--- config.mk ---
export PLATFORM = sky130hd
export DESIGN_NAME = instruction_memory_sync_flat
export DESIGN_NICKNAME = d
export VERILOG_FILES = /design/src/rtl/instruction_memory_sync_if.sv /design/src/rtl/instruction_memory_sync.sv /design/src/flat_wrapper.sv
export SDC_FILE = /design/constraint.sdc
export NUM_CORES = 2
export LEC_CHECK = 0
export CAP_MARGIN = 20
export CORE_ASPECT_RATIO = 0.75
export CORE_MARGIN = 4
export CORE_UTILIZATION = 55
export CTS_CLUSTER_DIAMETER = 100
export DETAILED_ROUTE_END_ITERATION = 10
export PLACE_DENSITY = 0.71
export RECOVER_POWER = 100
export SLEW_MARGIN = 25
export SYNTH_ARGS = -nofsm -noshare
export SYNTH_HDL_FRONTEND = slang
export SYNTH_SLANG_ARGS = --single-unit
--- constraint.sdc ---
create_clock -name Clock -period 20.4 [get_ports Clock]
set_input_delay 4.08 -clock Clock [delete_from_list [all_inputs] [get_ports Clock]]
set_output_delay 4.08 -clock Clock [all_outputs]
set_load 0.02 [all_outputs]
--- src/rtl/instruction_memory_sync_if.sv ---
// rtl/instruction_memory_sync_if.sv - load/fetch bus between loader, fetch stage and instruction_memory_sync
interface instruction_memory_sync_if #(
    parameter int L = 16
);
    logic         LoadValid;
    logic         LoadReady;
    logic [L-1:0] LoadAddress;
    logic [L-1:0] LoadData;
    logic         FetchRequest;
    logic [L-1:0] Address;
    logic [L-1:0] Instruction;
    logic         InstructionValid;
    logic         AddressFault;
    logic         Busy;

    modport master (
        output LoadValid, LoadAddress, LoadData, FetchRequest, Address,
        input  LoadReady, Instruction, InstructionValid, AddressFault, Busy
    );

    modport slave (
        input  LoadValid, LoadAddress, LoadData, FetchRequest, Address,
        output LoadReady, Instruction, InstructionValid, AddressFault, Busy
    );
endinterface

--- src/rtl/instruction_memory_sync.sv ---
// rtl/instruction_memory_sync.sv - swept-init register-array instruction store with registered fetch
// Optional boot image: define INSTRUCTION_MEMORY_PRESET_EN.
module instruction_memory_sync #(
    parameter int L          = 16,
    parameter int DEPTH_LOG2 = 8
) (
    input  logic                      Clock,
    input  logic                      Reset,
    instruction_memory_sync_if.slave  bus
);
    localparam int DEPTH = 1 << DEPTH_LOG2;

    localparam logic [0:0] ST_INIT  = 1'b0;
    localparam logic [0:0] ST_READY = 1'b1;

    logic [0:0]            state;
    logic [DEPTH_LOG2-1:0] sweep_ptr;
    logic [L-1:0]          mem [DEPTH];
    logic [L-1:0]          init_data;
    logic [L-1:0]          instr_q;
    logic                  valid_q;
    logic                  fault_q;
    logic                  load_in_range;
    logic                  fetch_in_range;
    logic [DEPTH_LOG2-1:0] load_addr;
    logic [DEPTH_LOG2-1:0] fetch_addr;

    assign load_addr  = bus.LoadAddress[DEPTH_LOG2-1:0];
    assign fetch_addr = bus.Address[DEPTH_LOG2-1:0];

    // Any address bit above the implemented range marks the access as out of range.
    generate
        if (DEPTH_LOG2 < L) begin : g_partial
            assign load_in_range  = (bus.LoadAddress[L-1:DEPTH_LOG2] == '0);
            assign fetch_in_range = (bus.Address[L-1:DEPTH_LOG2] == '0);
        end else begin : g_full
            assign load_in_range  = 1'b1;
            assign fetch_in_range = 1'b1;
        end
    endgenerate

`ifdef INSTRUCTION_MEMORY_PRESET_EN
    generate
        if (L < 16 || DEPTH_LOG2 < 2) begin : g_bad_preset
            $error("boot image needs L >= 16 and DEPTH_LOG2 >= 2");
        end
    endgenerate

    always_comb begin
        init_data = '0;
        case (sweep_ptr)
            DEPTH_LOG2'(0): init_data = L'(16'h6002);
            DEPTH_LOG2'(1): init_data = L'(16'h6403);
            DEPTH_LOG2'(2): init_data = L'(16'hE801);
            DEPTH_LOG2'(3): init_data = L'(16'h4D7C);
            default:        init_data = '0;
        endcase
    end
`else
    assign init_data = '0;
`endif

    always_ff @(posedge Clock) begin
        if (Reset) begin
            state     <= ST_INIT;
            sweep_ptr <= '0;
            instr_q   <= '0;
            valid_q   <= 1'b0;
            fault_q   <= 1'b0;
        end else begin
            valid_q <= 1'b0;
            fault_q <= 1'b0;
            if (state == ST_INIT) begin
                sweep_ptr <= sweep_ptr + DEPTH_LOG2'(1);
                if (sweep_ptr == '1) begin
                    state <= ST_READY;
                end
            end else if (bus.FetchRequest) begin
                valid_q <= 1'b1;
                if (fetch_in_range) begin
                    instr_q <= mem[fetch_addr];
                end else begin
                    instr_q <= '0;
                    fault_q <= 1'b1;
                end
            end
        end
    end

    // Same-edge load and fetch: the non-blocking write lands after the read, giving read-before-write.
    always_ff @(posedge Clock) begin
        if (!Reset) begin
            if (state == ST_INIT) begin
                mem[sweep_ptr] <= init_data;
            end else if (bus.LoadValid && load_in_range) begin
                mem[load_addr] <= bus.LoadData;
            end
        end
    end

    assign bus.Instruction      = instr_q;
    assign bus.InstructionValid = valid_q;
    assign bus.AddressFault     = fault_q;
    assign bus.Busy             = (state == ST_INIT);
    assign bus.LoadReady        = (state == ST_READY);
endmodule
--- src/flat_wrapper.sv ---
// flat-port wrapper written by rule: the top's interface ports become plain ports
module instruction_memory_sync_flat 
#(
    parameter int L          = 16,
    parameter int DEPTH_LOG2 = 8
)
  (Clock, Reset, bus_LoadValid, bus_LoadAddress, bus_LoadData, bus_FetchRequest, bus_Address, bus_LoadReady, bus_Instruction, bus_InstructionValid, bus_AddressFault, bus_Busy);
  instruction_memory_sync_if #(.L(L)) bus_i ();
  input  logic Clock;
  input  logic Reset;
  input wire logic [$bits(bus_i.LoadValid)-1:0] bus_LoadValid;
  input wire logic [$bits(bus_i.LoadAddress)-1:0] bus_LoadAddress;
  input wire logic [$bits(bus_i.LoadData)-1:0] bus_LoadData;
  input wire logic [$bits(bus_i.FetchRequest)-1:0] bus_FetchRequest;
  input wire logic [$bits(bus_i.Address)-1:0] bus_Address;
  output wire logic [$bits(bus_i.LoadReady)-1:0] bus_LoadReady;
  output wire logic [$bits(bus_i.Instruction)-1:0] bus_Instruction;
  output wire logic [$bits(bus_i.InstructionValid)-1:0] bus_InstructionValid;
  output wire logic [$bits(bus_i.AddressFault)-1:0] bus_AddressFault;
  output wire logic [$bits(bus_i.Busy)-1:0] bus_Busy;
  assign bus_i.LoadValid = bus_LoadValid;
  assign bus_i.LoadAddress = bus_LoadAddress;
  assign bus_i.LoadData = bus_LoadData;
  assign bus_i.FetchRequest = bus_FetchRequest;
  assign bus_i.Address = bus_Address;
  assign bus_LoadReady = bus_i.LoadReady;
  assign bus_Instruction = bus_i.Instruction;
  assign bus_InstructionValid = bus_i.InstructionValid;
  assign bus_AddressFault = bus_i.AddressFault;
  assign bus_Busy = bus_i.Busy;
  instruction_memory_sync #(.L(L), .DEPTH_LOG2(DEPTH_LOG2)) u_core (.Clock(Clock), .Reset(Reset), .bus(bus_i));
endmodule
==> flow_summary.yaml <==
detailed_routing:
  vias: 82900
  wl_um: 434000
  detail_route.iter0.violations: 13600
  wire_per_inst_um: 35.8
  ant_nets: 0
  drc: 0
  dr.pass1.iters: 8
  vias_per_cell: 6.83
clocking:
  clk_pin_slew_ns: 0.07
  h-tree-depth: 5
  cts.sinks: 4123
  clock-root-buffer: "clkbuf_16"
  cts-resized-gates: 0
  hold_buffers: 0
  clockBufferDepth: 4
  cts_tree: "built"
  cts_setup_buffers: 0
  numCtsBuffers: 379
  clk_latency_ns: 0.92
job:
  cap_violations: 114
sta:
  tns_ns: 0
  finalMaxSlewViolations: 3598
  tightest_slew_ns: 4.87
  post-route-min-period_ns: 14.09
  slew_headroom_pct: -225
  skew_ns: 0.0839
  rsz0062_at_grt: "false"
  finalHoldViolCount: 0
  worst_slack_ns: 6.31
  period_share_pct: 69.1
  finalSetupViolCount: 0
  fmax_mhz: 71.0
  worst_hold_slack_ns: 0.580
grt:
  grt_pass1_wl_um: 611000
  grt_max_degree: 208
  antenna_found_initial: 31
  grt-ovfl-total: 0
  grt_use_total_pct: 28.5
  grt_pass1_vias: 79500
die:
  dieHeight_um: 476
  core_region_area_um2: 290000
  die_x_um: 632
  dieArea_um2: 301000
  top_level_ports: 72
  rows: 171
  start_util_pct: 55.4
yosys:
  synthFlopType: "edfxtp_1"
  syn_area_per_cell_um2: 21.3
  ys_warn_count: 0
  ys_seq_area_share_pct: 76.9
  synthesis.area_um2: 161000
  ys_types: 90
  async_flop_share_pct: 0
  synth_edf_count: 4096
  ys_ff_latch: 4123
  netlist_instances: 7549
  syn_nets: 7602
worst_hold_path:
  hold_path.class: "reg -> reg"
power:
  vdd_ir_drop_max_mv: 0.0863
  cellPowerDensity_nw_per_um2: 93.6
  leakage_nw: 66.0
cells_and_area:
  instances_no_fill: 12100
  drive_above_1_share_pct: 18.4
  area_delta_synth_final_pct: 10.4
  postLayoutCellArea_um2: 177000
  finalNetCount: 7999
place:
  placedCellCount: 11400
  dpl.hpwl_um: 254000
  pre_cts_ws_ns: 10.52
  postPlaceCellArea_um2: 167000
  io_buffers: 71
  gp_congestion: 0.890
setup_path:
  crit_slowest_cell: "clkbuf_1"
  path_class: "in -> reg"
  cpPeakStageDelay_ns: 2.97
  path_max_fanout: 84
  crit_top_cell: "clkbuf_1"
  endpoint_kind: "flip-flop"
  crit_family: "buffers and inverters"
  path_cells: "dlygate4sd3_1, nor4bb_1, and3_1, clkbuf_1, and2_0, clkbuf_1, clkbuf_1, buf_4"
  cp.required_ns: 20.92
  cp_num_buf_inv: 5
  crit_path_start_kind: "input pin"
  critPathArrivalTime_ns: 14.62
status:
  status: "finished, violations left"
  violations: "capacitance limit, slew limit"
==> per-layer routing <==
metal	track usage, %	routed length, um	vias to the layer above
li1	-	-	32500
met1	42.5	165000	43600
met2	40.7	192000	5892
met3	8.37	59900	869
met4	9.80	17100	20
met5	0	138	-
==> per-stage QoR <==
step / power, mW / utilization (%)
finish: 16.6 / 61.2
CTS: 16.6 / 61.6
global placement: 9.81 / 57.4
detailed placement: 9.81 / 57.4
floorplan: 9.66 / -
global route: 17.0 / 61.2
==> kinds of logic (layout without fill, tap and decap cells) <==
group                      Yosys count  after routing  synth area share [%]
AOI/OAI and AO/OA                  712            712                  3.12
other                                0              7                     0
and+or+nand+nor                    854            854                  2.39
xor gates and xnor gates             7              7                0.0382
adders and majority gates            1              1               0.00779
muxes                             1399           1399                  15.5
buffers and inverters              453           1141                  2.07
DFF                               4123           4123                  76.9
==> layout make-up <==
cell class / count / area [um2]
multi-input cells: 2973 / 34000
clock buffers: 479 / 10000
repair buffers: 455 / 2990
fillers: 19800 / 113000
diodes: 7 / 17.5
inverters: 14 / 65.1
flip-flops and latches: 4123 / 124000
clock inverters: 193 / 1940
well taps: 3892 / 4870
==> registers in the layout (all words and copies together), names as in the netlist <==
signal	flops
u_core.bus.AddressFault	1
u_core.bus.LoadReady	1
u_core.mem	4096
u_core.sweep_ptr	8
u_core.bus.Instruction	16
u_core.bus.InstructionValid	1
==> worst min-delay path: stages, from the launching register on <==
cell	delay, ns
dfxtp_1	0.39
xor2_1	0.09
nor2_1	0.07
==> power breakdown <==
group          leakage, nW  switching (mW)  internal (mW)
clock                 5.83            3.04           3.94
combinational         12.6           0.317          0.148
sequential            47.6         0.00201           9.17
==> worst paths after layout <==
kind / from / to / slack (ns) / depth (start not counted)
setup reg to reg: u_core.bus.LoadReady$_SDFF_PP0_ / u_core.mem[75][9]$_DFFE_PP_ / 9.71 / 7
setup / recovery: Reset / u_core.mem[75][9]$_DFFE_PP_ / 6.31 / 8
hold / removal: u_core.sweep_ptr[0]$_SDFFE_PP0N_ / u_core.sweep_ptr[0]$_SDFFE_PP0N_ / 0.58 / 2
hold reg to reg: u_core.sweep_ptr[0]$_SDFFE_PP0N_ / u_core.sweep_ptr[0]$_SDFFE_PP0N_ / 0.58 / 2
==> synthesized netlist by cell type (all sizes together), types with 22 or more instances <==
cell type	count	area share (%)
nand2b	27	0.11
or2	22	0.086
o221ai	78	0.43
mux2i	537	3.3
nor3	33	0.11
a211oi	34	0.16
o22ai	154	0.60
mux2	24	0.17
dfxtp	27	0.34
mux4	838	12
and2	28	0.11
a21oi	83	0.26
clkbuf	128	0.39
buf	311	1.6
a221oi	36	0.20
nor2	350	0.82
edfxtp	4096	77
o21ai	112	0.35
nand3	41	0.13
a22oi	42	0.20
nand2	251	0.59
a2111oi	28	0.16
==> placed cells by master (no fill, tap or decap), types with 73 or more instances in the layout <==
cell type     n
edfxtp_1   4096
mux4_2      738
mux2i_1     537
clkbuf_16   384
nor2_1      333
clkbuf_1    326
nand2_1     250
o22ai_1     153
buf_4       128
o21ai_0     108
mux4_1      100
a21oi_1      82
o221ai_1     78
clkinv_1     73
Note: power is estimated with default switching activity, not from simulation.
